`src/rtl/fixed_point_divider.sv`:
```
// fixed_point_divider
//
// Sequential signed fixed-point divider: Div_result = a / b for two
// Q(bitsize-FRAC_BITS).FRAC_BITS operands, returned in the widened
// (2*bitsize-FRAC_BITS)-bit Q format with FRAC_BITS fractional bits.
// Restoring radix-2 division, one quotient bit per clock, then a final
// cycle that rounds, applies the sign, saturates and registers the result.
//
// Latency: start_flag sampled at edge E0, result and valid at E(ITER+1).
//
// Ports:
//   clk          rising-edge clock
//   rst          asynchronous active-high reset
//   start_flag   division request, sampled only while busy is low
//   a, b         signed dividend / divisor
//   Div_result   signed quotient, registered, held until the next result
//   valid        one-cycle pulse when Div_result updates
//   busy         division in progress, start_flag ignored
//   div_by_zero  registered with Div_result, set when b was zero
//
// Build option:
//   FXD_DIV_ROUND_EN  defined   : round to nearest, ties away from zero
//                     undefined : truncate toward zero
module fixed_point_divider #(
  parameter int bitsize   = 14,
  parameter int FRAC_BITS = 7
) (
  input  logic                               clk,
  input  logic                               rst,
  input  logic                               start_flag,
  input  logic [bitsize-1:0]                 a,
  input  logic [bitsize-1:0]                 b,
  output logic [2*bitsize-FRAC_BITS-1:0]     Div_result,
  output logic                               valid,
  output logic                               busy,
  output logic                               div_by_zero
);

  localparam int ITER = bitsize + FRAC_BITS;
  localparam int OW   = 2*bitsize - FRAC_BITS;
  localparam int CW   = $clog2(ITER);
  // Signed working width for sign application and saturation: wide enough
  // for the rounded magnitude plus a carry and a sign bit.
  localparam int SW   = ((ITER > OW) ? ITER : OW) + 2;

  typedef enum logic [1:0] {
    S_IDLE,
    S_DIV,
    S_FIN
  } state_t;

  state_t               state_q, state_d;
  logic [CW-1:0]        cnt_q, cnt_d;
  // Dividend shifts out of the top while quotient bits shift in at the
  // bottom; after ITER steps this register holds the quotient magnitude.
  logic [ITER-1:0]      dq_q, dq_d;
  logic [bitsize-1:0]   rem_q, rem_d;
  logic [bitsize-1:0]   mag_b_q, mag_b_d;
  logic                 sign_q, sign_d;
  logic                 neg_a_q, neg_a_d;
  logic                 a_zero_q, a_zero_d;
  logic                 b_zero_q, b_zero_d;
  logic [OW-1:0]        result_q, result_d;
  logic                 dbz_q, dbz_d;
  logic                 valid_q, valid_d;
  logic                 busy_q, busy_d;

  // Magnitudes are held unsigned: |-2^(bitsize-1)| = 2^(bitsize-1) still
  // fits in bitsize bits once the sign bit is reinterpreted as magnitude.
  logic [bitsize-1:0]   abs_a, abs_b;
  logic [bitsize:0]     rem_shift;

  logic [ITER:0]        mag_rnd;
  logic signed [SW-1:0] mag_ext;
  logic signed [SW-1:0] signed_res;
  logic signed [SW-1:0] sat_max;
  logic signed [SW-1:0] sat_min;
  logic [OW-1:0]        clamped;
  logic [OW-1:0]        fin_result;

  always_comb begin
    abs_a = a[bitsize-1] ? (~a + 1'b1) : a;
    abs_b = b[bitsize-1] ? (~b + 1'b1) : b;
  end

  // Final-cycle result: round, sign, saturate, divide-by-zero override.
  always_comb begin
    mag_rnd = {1'b0, dq_q};
`ifdef FXD_DIV_ROUND_EN
    // 2*rem >= |b| means the discarded fraction is at least one half.
    if ({rem_q, 1'b0} >= {1'b0, mag_b_q}) begin
      mag_rnd = {1'b0, dq_q} + 1'b1;
    end
`endif
    mag_ext            = '0;
    mag_ext[ITER:0]    = mag_rnd;
    // Sign is applied to the rounded magnitude so results mirror about zero.
    signed_res         = sign_q ? -mag_ext : mag_ext;

    sat_max            = '0;
    sat_max[OW-2:0]    = '1;
    sat_min            = '1;
    sat_min[OW-2:0]    = '0;

    // Checked after rounding because the rounding carry can overflow.
    if (signed_res > sat_max) begin
      clamped = sat_max[OW-1:0];
    end else if (signed_res < sat_min) begin
      clamped = sat_min[OW-1:0];
    end else begin
      clamped = signed_res[OW-1:0];
    end

    if (b_zero_q) begin
      if (a_zero_q) begin
        fin_result = '0;
      end else if (neg_a_q) begin
        fin_result = sat_min[OW-1:0];
      end else begin
        fin_result = sat_max[OW-1:0];
      end
    end else begin
      fin_result = clamped;
    end
  end

  // NOTE: every signal is given a default at the top of the block so that no
  // path through the case leaves it unassigned, which would infer a latch.
  always_comb begin
    state_d   = state_q;
    cnt_d     = cnt_q;
    dq_d      = dq_q;
    rem_d     = rem_q;
    mag_b_d   = mag_b_q;
    sign_d    = sign_q;
    neg_a_d   = neg_a_q;
    a_zero_d  = a_zero_q;
    b_zero_d  = b_zero_q;
    result_d  = result_q;
    dbz_d     = dbz_q;
    valid_d   = 1'b0;
    busy_d    = busy_q;
    rem_shift = {rem_q, dq_q[ITER-1]};

    unique case (state_q)
      S_IDLE: begin
        if (start_flag) begin
          state_d  = S_DIV;
          cnt_d    = CW'(ITER - 1);
          dq_d     = {abs_a, {FRAC_BITS{1'b0}}};
          rem_d    = '0;
          mag_b_d  = abs_b;
          sign_d   = a[bitsize-1] ^ b[bitsize-1];
          neg_a_d  = a[bitsize-1];
          a_zero_d = (a == '0);
          b_zero_d = (b == '0);
          busy_d   = 1'b1;
        end
      end

      S_DIV: begin
        // A successful subtraction leaves rem < |b|, so the low bits of the
        // difference are the whole new remainder.
        if (rem_shift >= {1'b0, mag_b_q}) begin
          rem_d = rem_shift[bitsize-1:0] - mag_b_q;
          dq_d  = {dq_q[ITER-2:0], 1'b1};
        end else begin
          rem_d = rem_shift[bitsize-1:0];
          dq_d  = {dq_q[ITER-2:0], 1'b0};
        end
        if (cnt_q == '0) begin
          state_d = S_FIN;
        end else begin
          cnt_d = cnt_q - 1'b1;
        end
      end

      S_FIN: begin
        result_d = fin_result;
        dbz_d    = b_zero_q;
        valid_d  = 1'b1;
        busy_d   = 1'b0;
        state_d  = S_IDLE;
      end

      default: begin
        state_d = S_IDLE;
      end
    endcase
  end

  // NOTE: state registers use non-blocking assignments so every flop samples
  // the values from before the edge, independent of statement order.
  always_ff @(posedge clk or posedge rst) begin
    if (rst) begin
      state_q  <= S_IDLE;
      cnt_q    <= '0;
      dq_q     <= '0;
      rem_q    <= '0;
      mag_b_q  <= '0;
      sign_q   <= 1'b0;
      neg_a_q  <= 1'b0;
      a_zero_q <= 1'b0;
      b_zero_q <= 1'b0;
      result_q <= '0;
      dbz_q    <= 1'b0;
      valid_q  <= 1'b0;
      busy_q   <= 1'b0;
    end else begin
      state_q  <= state_d;
      cnt_q    <= cnt_d;
      dq_q     <= dq_d;
      rem_q    <= rem_d;
      mag_b_q  <= mag_b_d;
      sign_q   <= sign_d;
      neg_a_q  <= neg_a_d;
      a_zero_q <= a_zero_d;
      b_zero_q <= b_zero_d;
      result_q <= result_d;
      dbz_q    <= dbz_d;
      valid_q  <= valid_d;
      busy_q   <= busy_d;
    end
  end

  assign Div_result  = result_q;
  assign div_by_zero = dbz_q;
  assign valid       = valid_q;
  assign busy        = busy_q;

endmodule

```
`config.mk`:
```
export PLATFORM = sky130hd
export DESIGN_NAME = fixed_point_divider
export DESIGN_NICKNAME = d
export VERILOG_FILES = /design/src/rtl/fixed_point_divider.sv
export SDC_FILE = /design/constraint.sdc
export NUM_CORES = 1
export LEC_CHECK = 0
export CAP_MARGIN = 20
export CORE_ASPECT_RATIO = 1.75
export CORE_MARGIN = 3
export CORE_UTILIZATION = 30
export DETAILED_ROUTE_END_ITERATION = 10
export GPL_TIMING_DRIVEN = 0
export PLACE_DENSITY = 0.59
export SLEW_MARGIN = 20
export SYNTH_ARGS = -nofsm -noshare
export SYNTH_HDL_FRONTEND = slang
export SYNTH_SLANG_ARGS = --single-unit
```
`constraint.sdc`:
```
create_clock -name clk -period 3 [get_ports clk]
set_clock_uncertainty 0.2 [all_clocks]
set_input_delay 0.75 -clock clk [delete_from_list [all_inputs] [get_ports clk]]
set_output_delay 0.75 -clock clk [all_outputs]
set_load 0.1 [all_outputs]
```
# --- Yosys cells after proc, flatten, opt, wreduce, memory -nomap -nowiden ---
# Cells that the tools add are included.
word_totals:
  ff_bits: 84
  latch_bits: 0
  ramBits: 0
  rom_bits: 0
  in_bits: 31
  out_inout_bits: 24
  wordCells: 63
  memories: 0
classes:
  addsub: 5
  multipliers: 0
  div: 0
  order_cmp: 3
  n_eq_ne: 5
  shifts: 0
  n_mux: 23
  bitwise_logic: 3
  n_reduce_logical: 11
op_table:
  columns: ["operator", "n"]
  rows:
  - ["$mux W21", 6]
  - ["$mux W14", 4]
  - ["$pmux W21 S2", 1]
  - ["$add A14 B1 Y14 const B", 2]
  - ["$logic_not A14 Y1", 2]
  - ["$not A14 Y14", 2]
  - ["$pmux W14 S2", 1]
  - ["$gt A23 B21 Y1 const B", 1]
  - ["$lt A23 B21 Y1 const B", 1]
  - ["$mux W23", 1]
  - ["$neg A21 Y23", 1]
  - ["$ge A15 B14 Y1", 1]
  - ["$sub A14 B14 Y14", 1]
  - ["$mux W5", 2]
  - ["$pmux W5 S2", 1]
  - ["$reduce_and A2 Y1", 4]
  - ["$ne A2 B2 Y1 const B", 3]
  - ["$logic_not A5 Y1", 1]
  - ["$sub A5 B1 Y5 const B", 1]
  - ["$mux W2", 2]
  - ["$pmux W2 S2", 1]
  - ["$reduce_bool A2 Y1", 2]
  - ["$mux W1", 3]
  - ["$reduce_and A3 Y1", 1]
  - ["other kinds (5)", 5]

# --- Depth between registers and ports, before layout ---
# Gate-level depths: netlist of run 1.
depth:
  word_depth: 6
  depth_mapped: 10
  ltp_nobuf: 9

# --- Worst setup path before layout of run 1 ---
# Ideal clock, no wire load.
synth_path:
  path_type: "input port to flip-flop"
  startpoint: "input port a[6]"
  endpoint: "register dq_q[19]"
  setup_ps: 76
  arrival_time_ps: 2471
  required_ps: 2724
  setup_slack_ps: 253
  cell_stages: 6
  path_cell_list: "or4_1 or4_1 o41ai_1 xnor2_1 o22ai_1 o21ai_1"
synth_via:
  elab_chain_len: 5
synth_rtl:
  columns: ["item", "line_no", "rtl"]
  rows:
  - ["from (decl)", "31", "input logic [bitsize-1:0] a,"]
  - ["$not A14 Y14", "82", "abs_a = a[bitsize-1] ? (~a + 1'b1) : a;"]
  - ["$add A14 B1 Y14", "82", null]
  - ["$mux W14", "82", null]
  - ["$mux W21", "147", "if (start_flag) begin"]
  - ["$pmux W21 S2", "145", "unique case (state_q)"]
  - ["to (signal assigned)", "212", "dq_q <= dq_d;"]
  - ["to (decl)", "56", "logic [ITER-1:0] dq_q, dq_d;"]
# No other way between the ends. The select of a mux whose other input is x is not followed.
# A chain may end at the register's enable or synchronous reset.

# --- Final worst setup path of run 1 ---
# Ends and elaborated chain as after synthesis.

==> results.md, run 1 <==
* Area leader, netlist: dfrtp_1
* P_leak at about 2.6 nW
* Maximum clock rate at 342 MHz
* Power Dens Cells at 1290 nW/µm²
* Antenna violations before repair at 0
* Synth-to-Final Area Change at 23.6%
* Count leader, synth: nand2_1
* Synth area leaders: dfrtp_1 (40%), nand2_1 (7.7%), xnor2_1 (6.2%)
* Hold WC Path Type: reg -> reg
* Crit-path cells: clkdlybuf4s50_1 > or4_4 > or4_1 > o41ai_2 > xnor2_1 > o22ai_1 > o21ai_1
* DR iter-0 viols at 142
* Port Buffer Count at 54
* Wire length per cell at 15.9 µm
* Critical path class: in -> reg
* Reg2reg setup slack at 0.17 ns
* Area of the multi-input gates at 2890 µm²
* Die height at ~180 µm
* GPL Wtd Cong at 0.913
* Synth unique cells at 57
* CTS tree: done
* Post-route setup TNS at 0 ns
* Share of layout cells above drive strength 1 at 0.0617
* RSZ-0062 raised after global routing: false
* Initial core utilization at 0.307
* Final period util at 0.974
* FP Rows at 63
* Status: complete, no violations
* # DRC at 0
* Register Area at 2100 µm²
* Final nets at 727
* Dpl cell area at just over 6000 µm²
* Final HPWL DP at 11400 µm
* Async SR Flop Fraction at 1.00
* Slew headroom at 0.339
* Root Buffer: clkbuf_16
* Post-Synthesis Cells at 609
* Slew @ Worst Pin at 0.989 ns
* Final Instance Area at 6430 µm²
* Worst vdd ir at 396 µV
* IO Pins at between 50 and 60
* Sequential share of the synthesized area at 0.404
* Yosys top cell area share at 0.404
* Total gr overflow at 0
* Total wire length at 14500 µm
* Mean number of vias per cell at 5.16
* Num CTS Buffers at 9
* Worst Path Required at around 3.1 ns
* YS warnings at 0
* Pins Over Slew Limit at 0
* First-pass GRT wire length at 24100 µm
* Slowest stage delay, CP at 0.57 ns
* Clk_lat worst skew at 0.34 ns
* Max_cap viols at 0
* Clk pin slew, worst setup/hold paths at 0.06 ns
* Top_reg_cell synth: dfrtp_1
* Vias in the first global route at around 4700
* DRT antenna net count at 0
* Antenna Cells at 0
* Hold Vio Cnt, Final at 0
* Core Region at between 15000 and 20000 µm²
* Final setup fails at 0
* Via count at between 4000 and 5000
* Syn_nets at 660
* Tmin final at 2.92 ns
* EDFF count, synth at 0
* Filler cell count at roughly 1800
* Post-synth top cells: nand2_1 (107), dfrtp_1 (84), o21ai_0 (52), nor2_1 (45), a21oi_1 (39)
* H-tree levels at 3
* Pre-antenna DRT Iters at 4
* DIE AREA at 19000 µm²
* Synth Cell Area at 5200 µm²
* #FFs+latches synth at 84
* Slowest CP cell: or4_4
* Critical path arrival at a little under 3 ns
* Clk buf depth at 2
* Num Clock Sinks at 84
* Largest net degree at the start of global routing at 33
* Total GRT Usage at 0.156
* Critical Path Fanout Max at 4
* Avg Inst Size Synth at 8.55 µm²
* Die Wd at 106 µm
* Setup crit end kind: flip-flop
* Crit start category: primary input
* Power Total at 8.31 mW
[final cells by class]
class / count / area share
sequential: 84 / 0.327
timing repair buffer: 56 / 0.0902
tap: 227 / 0.0441
multi-input combinational: 463 / 0.449
clock buffer: 10 / 0.0371
buffer: 31 / 0.0229
clock inverter: 6 / 0.0111
inverter: 31 / 0.0187
[sequential cells by signal, indices dropped and copies added (netlist names)]
signal       cells
b_zero_q         1
rem_q           14
valid            1
Div_result      21
sign_q           1
busy             1
a_zero_q         1
cnt_q            5
neg_a_q          1
mag_b_q         14
div_by_zero      1
state_q          2
dq_q            21
[layout by cell type (no fill, tap or decap), types with 9 or more instances in the layout]
cell type and instances:
inv_1 29, o31ai_1 17, o21ai_0 51, dfrtp_1 84
xor2_1 15, clkbuf_1 23, clkbuf_16 9, o211ai_1 10
clkdlybuf4s50_1 54, ha_1 19, nor2_1 44, xnor2_1 37
a21oi_1 37, nand2b_1 9, nand2_1 107
[cell families after synthesis]
| logic type | count (synthesis) | share of synthesized area |
|---|---|---|
| AND/OR/NAND/NOR | 212 | 0.186 |
| AO/OA/AOI/OAI | 178 | 0.221 |
| flip-flops | 84 | 0.404 |
| buffers and inverters | 62 | 0.0502 |
| XOR/XNOR | 52 | 0.0875 |
| adder cells (fa/ha/maj) | 20 | 0.0495 |
| multiplexers | 1 | 0.00192 |
[per-stage QoR]
| step | setup WS, ns | hold WS [ns] | util | instances |
|---|---|---|---|---|
| after global routing | 0.0139 | 0.301 | 0.380 | 908 |
| final | 0.0787 | 0.283 | 0.380 | 908 |
| after CTS | 0.0519 | 0.289 | 0.379 | 908 |
| after floorplan | 0.253 | 0.249 | - | 609 |
| after global placement | -0.353 | 0.263 | 0.356 | 890 |
| after detailed placement | -0.360 | 0.274 | 0.358 | 892 |
[critical path, delay by kind of cell]
kind                      cells  cell delay, ns
and+or+nand+nor               2            1.12
buffers and inverters         1            0.45
AOI/OAI and AO/OA             3            0.47
xor gates and xnor gates      1            0.18
[power breakdown]
| part | leakage [nW] | switching [mW] | internal [mW] | total, mW |
|---|---|---|---|---|
| Clock | 0.146 | 0.488 | 0.676 | 1.16 |
| Combinational | 1.47 | 3.22 | 1.79 | 5.01 |
| Sequential | 0.991 | 0.484 | 1.65 | 2.13 |
[metal layers]
layer  global-route usage  up-vias  wire, µm
met4               0.0908        0       775
met1                0.164     2234      5370
met2                0.290      117      7830
li1                     -     2295         -
met3               0.0226       36       495
met5                    0        -         0
[path summary, 6_finish.rpt]
kind	from	depth (start not counted)	endpoint
hold / removal	mag_b_q[8]	2	mag_b_q[8]
max in group asynchronous	rst	4	state_q[1]
min in group asynchronous	rst	2	Div_result[3]
hold reg to reg	mag_b_q[8]	2	mag_b_q[8]
setup / recovery	a[6]	7	dq_q[19]
setup reg to reg	rem_q[5]	9	rem_q[2]
[what timing repair did]
action | 4_1_cts | 5_1_grt
hold buffers | 0 | 0
setup endpoints to repair | 15 | 15
pin swaps | 0 | 0
gates resized for setup | 6 | 8
buffers inserted | 0 | 0
Note: power is estimated with default switching activity, not from simulation.
==> inputs of run 2 (changes only) <==
Settings changed: CAP_MARGIN 20 to 40, CELL_PAD_IN_SITES_DETAIL_PLACEMENT set to 0, CELL_PAD_IN_SITES_GLOBAL_PLACEMENT set to 1, PLACE_DENSITY 0.59 to 0.71.
==> run 2 against run 1 <==
  * Maximum frequency is 0.63% lower
  * Worst setup slack lost 0.019 ns
  * Sequential share of layout area decreased by 1.6 points
  * Final area up 5.1%
  * Total power grew 4.4%
  * Critical path type is now reg -> reg
  * Via count up 2.0%
  * Count of clock-buffer cells in the layout unchanged
  * Hold slack worse by 0.0062 ns
  * Sequential cell count is the same
  * Global-route usage rose by 0.87 points
==> results.md, run 2 (synthesis gave the netlist of run 1 again) <==
* Final nets at 753 (was 727)
* Final period util at 0.980 (was 0.974)
* Total GRT Usage at 0.165 (was 0.156)
* P_sw at 4.32 mW (was 4.19 mW)
* Die height at 180 µm (unchanged)
* Die Wd at 106 µm (unchanged)
* Tmin final at 2.94 ns (was 2.92 ns)
* Power Dens Cells at 1280 nW/µm² (was 1290 nW/µm²)
* Synth-to-Final Area Change at 30.0% (was 23.6%)
* First-pass GRT wire length at 25000 µm (was 24100 µm)
* Antenna violations before repair at 0 (unchanged)
* Num Clock Sinks at 84 (unchanged)
* Vias in the first global route at 4848 (was 4723)
* Total wire length at 15700 µm (was 14500 µm)
* DIE AREA at 19000 µm² (unchanged)
* Hold slack at 0.277 ns (was 0.283 ns)
* Filler cell count at 1725 (was 1755)
* Hold WC Path Type: reg -> reg (unchanged)
* Status: complete, no violations (unchanged)
* Critical path class: reg -> reg (was in -> reg)
* Pins Over Slew Limit at 0 (unchanged)
* Slew @ Worst Pin at 0.688 ns (was 0.989 ns)
* IO Pins at 55 (unchanged)
* Sequential share of power at 0.244 (was 0.256)
* Worst Path Required at 3.02 ns (was 3.06 ns)
* Pre-antenna DRT Iters at 5 (was 4)
* Maximum clock rate at 340 MHz (was 342 MHz)
* Leading cell type in the layout, fill and taps excluded: nand2_1 (unchanged)
* Internal power of the cells at 4.35 mW (was 4.12 mW)
* Clock share of power at 0.116 (was 0.140)
* Clk pin slew, worst setup/hold paths at 0.06 ns (about the same)
* Logic pwr share at 0.640 (was 0.603)
* Wire length per cell at 16.9 µm (was 15.9 µm)
* Area of the multi-input gates at 2890 µm² (about the same)
* Dpl cells at 917 (was 892)
* Most frequent cells in the layout: nand2_1 (107), dfrtp_1 (84), o21ai_0 (52), clkdlybuf4s50_1 (50), nor2_1 (44) (was nand2_1 (107), dfrtp_1 (84), clkdlybuf4s50_1 (54), o21ai_0 (51), nor2_1 (44))
* Core Region at 16900 µm² (unchanged)
* CTS tree: done (unchanged)
* Largest net degree at the start of global routing at 31 (was 33)
* Num CTS Buffers at 9 (unchanged)
* Crit start category: flip-flop (was primary input)
* Final HPWL DP at 12400 µm (was 11400 µm)
* GPL Wtd Cong at 0.919 (was 0.913)
* Worst vdd ir at 490 µV (was 396 µV)
* Initial core utilization at 0.307 (unchanged)
* # DRC at 0 (unchanged)
* Root Buffer: clkbuf_16 (unchanged)
* Reg2reg setup slack at 0.06 ns (was 0.17 ns)
* DR iter-0 viols at 238 (was 142)
* Non-filler cells, final at 932 (was 908)
* Antenna Cells at 0 (unchanged)
* Clk buf depth at 2 (unchanged)
* Mean number of vias per cell at 5.12 (was 5.16)
* Clk_lat worst skew at 0.34 ns (about the same)
* DRT antenna net count at 0 (unchanged)
* H-tree levels at 3 (unchanged)
* Via count at 4775 (was 4682)
* Port Buffer Count at 54 (unchanged)
* Total gr overflow at 0 (unchanged)
* Critical path arrival at 2.96 ns (was 2.98 ns)
* Share of layout cells above drive strength 1 at 0.0950 (was 0.0617)
* Max_cap viols at 0 (unchanged)
* Final setup fails at 0 (unchanged)
* Slew headroom at 0.537 (was 0.339)
* Register Area at 2100 µm² (unchanged)
* Setup crit end kind: flip-flop (unchanged)
* Sw Share at 0.498 (was 0.505)
* FP Rows at 63 (unchanged)
* Critical Path Fanout Max at 10 (was 4)
* P_leak at 2.81 nW (was 2.61 nW)
* Hold Vio Cnt, Final at 0 (unchanged)
run 2: changes by cell type in the layout (fill, tap and decap cells not counted), moves of 2 or more:
cell / change
clkdlybuf4s50_1: -4
clkinv_2: +2
dlymetal6s2s_1: +4
buf_8: +24
run 2: final timing paths:
kind / depth (start not counted) / from / to
worst min-delay path: 2 / mag_b_q[4] / mag_b_q[4]
worst max register to register: 10 / mag_b_q[6] / rem_q[2]
min in group asynchronous: 2 / rst / Div_result[4]
max in group asynchronous: 4 / rst / state_q[0]
worst max-delay path: 10 / mag_b_q[6] / rem_q[2]
worst min register to register: 2 / mag_b_q[4] / mag_b_q[4]
run 2: power by group through the flow:
stage | logic (mW) | registers, mW | clock network (mW)
2_1_floorplan | 2.91 | 2.95 | 0
3_3_place_gp | 4.99 | 2.12 | 0
3_5_place_dp | 5.49 | 2.14 | 0
4_1_cts | 5.52 | 2.12 | 1.03
5_1_grt | 6.07 | 2.19 | 1.07
6_report | 5.55 | 2.12 | 1.01
run 2: area by class of cell:
cell class | count | share of cell area
sequential | 84 | 0.311
buffer | 31 | 0.0220
multi-input combinational | 463 | 0.427
timing repair buffer | 82 | 0.142
clock inverter | 4 | 0.00388
inverter | 31 | 0.0183
tap | 227 | 0.0420
clock buffer | 10 | 0.0339
run 2: what timing repair did:
item | 4_1_cts | 5_1_grt
endpoints found under the setup margin | 14 | 19
hold buffers | 0 | 0
buffers inserted | 0 | 1
gates resized for setup | 6 | 14
pin swaps | 0 | 6
run 2: layer usage:
layer | global-route usage | routed length, µm
met5 | 0 | 0
met4 | 0.0923 | 840
met3 | 0.0212 | 577
met2 | 0.316 | 8640
met1 | 0.168 | 5670
run 2: worst max-delay path, stage by stage (launching register included):
cell	delay, ns
dfrtp_1	0.37
inv_1	0.13
ha_1	0.25
clkbuf_1	0.19
a21oi_2	0.28
nand2_1	0.14
o21ai_2	0.24
a21oi_2	0.16
or2_2	0.35
buf_2	0.21
a221o_1	0.30
run 2: stage by stage:
stage	setup slack (ns)	util	total power, mW	setup TNS (ns)	area, µm²
floorplan	0.253	-	5.85	0	5210
global placement	-0.477	0.356	7.11	-3.98	6030
detailed placement	-0.522	0.380	7.62	-1.94	6440
CTS	0.0112	0.396	8.67	0	6720
global route	-0.0493	0.399	9.33	-0.0514	6760
finish	0.0601	0.399	8.67	0	6760
==> inputs of run 3 (changes only) <==
Settings changed: PLACE_DENSITY 0.71 to 0.64.
==> run 3 against run 2 <==
  * Maximum frequency is 2.1% higher
  * Core utilization is 0.44 points higher
  * Wire length is 3.2% higher
  * Critical path depth is 1 lower
==> results.md, run 3 (synthesis gave the netlist of run 1 again) <==
* Pre-antenna DRT Iters at 4 (was 5)
* Final setup fails at 0 (unchanged)
* RSZ-0062 raised after global routing: false
* DIE AREA at 19000 µm² (unchanged)
* Crit-path cells: or4_4 > or4_1 > buf_4 > o31ai_4 > o21a_1 > o21a_1 > buf_6 > buf_12 > a21oi_1 (was inv_1 > ha_1 > clkbuf_1 > a21oi_2 > nand2_1 > o21ai_2 > a21oi_2 > or2_2 > buf_2 > a221o_1)
* Slew headroom at 0.546 (was 0.537)
* Slowest stage delay, CP at 0.59 ns (was 0.37 ns)
* Post-Place Worst Slack at -0.526 ns (was -0.522 ns)
* CTS tree: done (unchanged)
* PnR worst setup slack at 0.120 ns (was 0.0601 ns)
* Antenna Cells at 0 (unchanged)
* Tmin final at 2.88 ns (was 2.94 ns)
* Status: complete, no violations (unchanged)
* Slew @ Worst Pin at 0.675 ns (was 0.688 ns)
* Die Wd at 106 µm (unchanged)
* Critical path class: reg -> reg (unchanged)
* IO Pins at 55 (unchanged)
* Clk_lat worst skew at 0.34 ns (about the same)
* First-pass GRT wire length at 26200 µm (was 25000 µm)
* Setup crit end kind: flip-flop (unchanged)
* GPL Wtd Cong at 0.860 (was 0.919)
* Mean number of vias per cell at 5.12 (about the same)
* Hold-fix buffers at CTS at 0 (unchanged)
* Slowest CP cell: or4_4 (was dfrtp_1)
* Antenna violations before repair at 0 (unchanged)
* Total wire length at 16200 µm (was 15700 µm)
* Power Dens Cells at 1290 nW/µm² (was 1280 nW/µm²)
* Hold Vio Cnt, Final at 0 (unchanged)
* Core Region at 16900 µm² (unchanged)
* Maximum clock rate at 347 MHz (was 340 MHz)
* Clk buf depth at 2 (unchanged)
* Clk pin slew, worst setup/hold paths at 0.07 ns (was 0.06 ns)
* Final nets at 753 (unchanged)
* Initial core utilization at 0.307 (unchanged)
* Num Clock Sinks at 84 (unchanged)
* Worst vdd ir at 391 µV (was 490 µV)
* Final period util at 0.960 (was 0.980)
* DR iter-0 viols at 192 (was 238)
* Hold WC Path Type: reg -> reg (unchanged)
* Filler cell count at 1716 (was 1725)
* Port Buffer Count at 54 (unchanged)
* DRT antenna net count at 0 (unchanged)
* Worst Path Required at 3.03 ns (was 3.02 ns)
* CP most frequent cell: o21a_1 (was a21oi_2)
* Num CTS Buffers at 9 (unchanged)
* Via count at 4783 (was 4775)
* Share of layout cells above drive strength 1 at 0.0976 (was 0.0950)
* Total gr overflow at 0 (unchanged)
* Total GRT Usage at 0.175 (was 0.165)
* Root Buffer: clkbuf_16 (unchanged)
* Most frequent cells in the layout: nand2_1 (107), dfrtp_1 (83), o21ai_0 (52), clkdlybuf4s50_1 (50), nor2_1 (44) (was nand2_1 (107), dfrtp_1 (84), o21ai_0 (52), clkdlybuf4s50_1 (50), nor2_1 (44))
* Largest net degree at the start of global routing at 32 (was 31)
* P_leak at 2.83 nW (was 2.81 nW)
* # DRC at 0 (unchanged)
* Wire length per cell at 17.4 µm (was 16.9 µm)
* Pins Over Slew Limit at 0 (unchanged)
* Post-route setup TNS at 0 ns (unchanged)
* FP Rows at 63 (unchanged)
* Final HPWL DP at 13000 µm (was 12400 µm)
* H-tree levels at 3 (unchanged)
* Leading cell type in the layout, fill and taps excluded: nand2_1 (unchanged)
* Vias in the first global route at 4936 (was 4848)
* Crit start category: flip-flop (unchanged)
* Critical Path Fanout Max at 10 (unchanged)
* Critical path arrival at 2.91 ns (was 2.96 ns)
* Max_cap viols at 0 (unchanged)
* Synth-to-Final Area Change at 31.4% (was 30.0%)
* Die height at 180 µm (unchanged)
run 3: final cells by class:
class,instances,area (µm²),area share
plain buffers,31,148,0.0216
multi-input cells,463,2900,0.424
clock buffers,10,229,0.0335
flip-flops and latches,84,2100,0.308
inverters,31,120,0.0176
clock inverters,6,63.8,0.00933
well taps,227,284,0.0415
repair buffers,82,988,0.145
run 3: critical path: cells and delay by family, from the launching register on:
family          cells  cell delay [ns]
compound gates      4             0.61
flops               1             0.46
simple gates        2             1.01
buf+inv             3             0.47
run 3: metrics by stage:
stage	std cells	hold WS (ns)	instance area, µm²	total power [mW]	util
floorplan	609	0.249	5210	5.85	-
global placement	890	0.260	6030	7.15	0.356
detailed placement	917	0.271	6460	7.67	0.381
CTS	933	0.288	6780	8.83	0.400
global route	934	0.316	6840	9.46	0.404
finish	934	0.280	6840	8.81	0.404
run 3: where the power goes:
part	internal, mW	switching (mW)	total (mW)	leakage (nW)
logic	2.17	3.38	5.55	1.71
clock network	0.646	0.480	1.13	0.139
registers	1.65	0.479	2.13	0.989
run 3: what timing repair did:
| action | in CTS | in global routing |
|---|---|---|
| gates resized for setup | 6 | 14 |
| setup endpoints to repair | 20 | 25 |
| endpoints found under the hold margin | 0 | 0 |
| pin swaps | 0 | 5 |
| setup buffers | 0 | 1 |
run 3: final timing paths:
path                       depth (start not counted)            end  slack (ns)   startpoint
setup / recovery                                   9  Div_result[4]        0.12      dq_q[5]
max in group asynchronous                          4    mag_b_q[11]        1.18          rst
setup reg to reg                                   9  Div_result[4]        0.12      dq_q[5]
min in group asynchronous                          2  Div_result[2]        0.62          rst
hold / removal                                     2    div_by_zero        0.28  div_by_zero
hold reg to reg                                    2    div_by_zero        0.28  div_by_zero
run 3: metal layers:
metal	track usage	vias to the layer above	routed length (µm)
met2	0.340	100	9250
met1	0.173	2309	5700
met3	0.0176	38	401
met4	0.105	0	876
li1	-	2336	-
met5	0	-	0
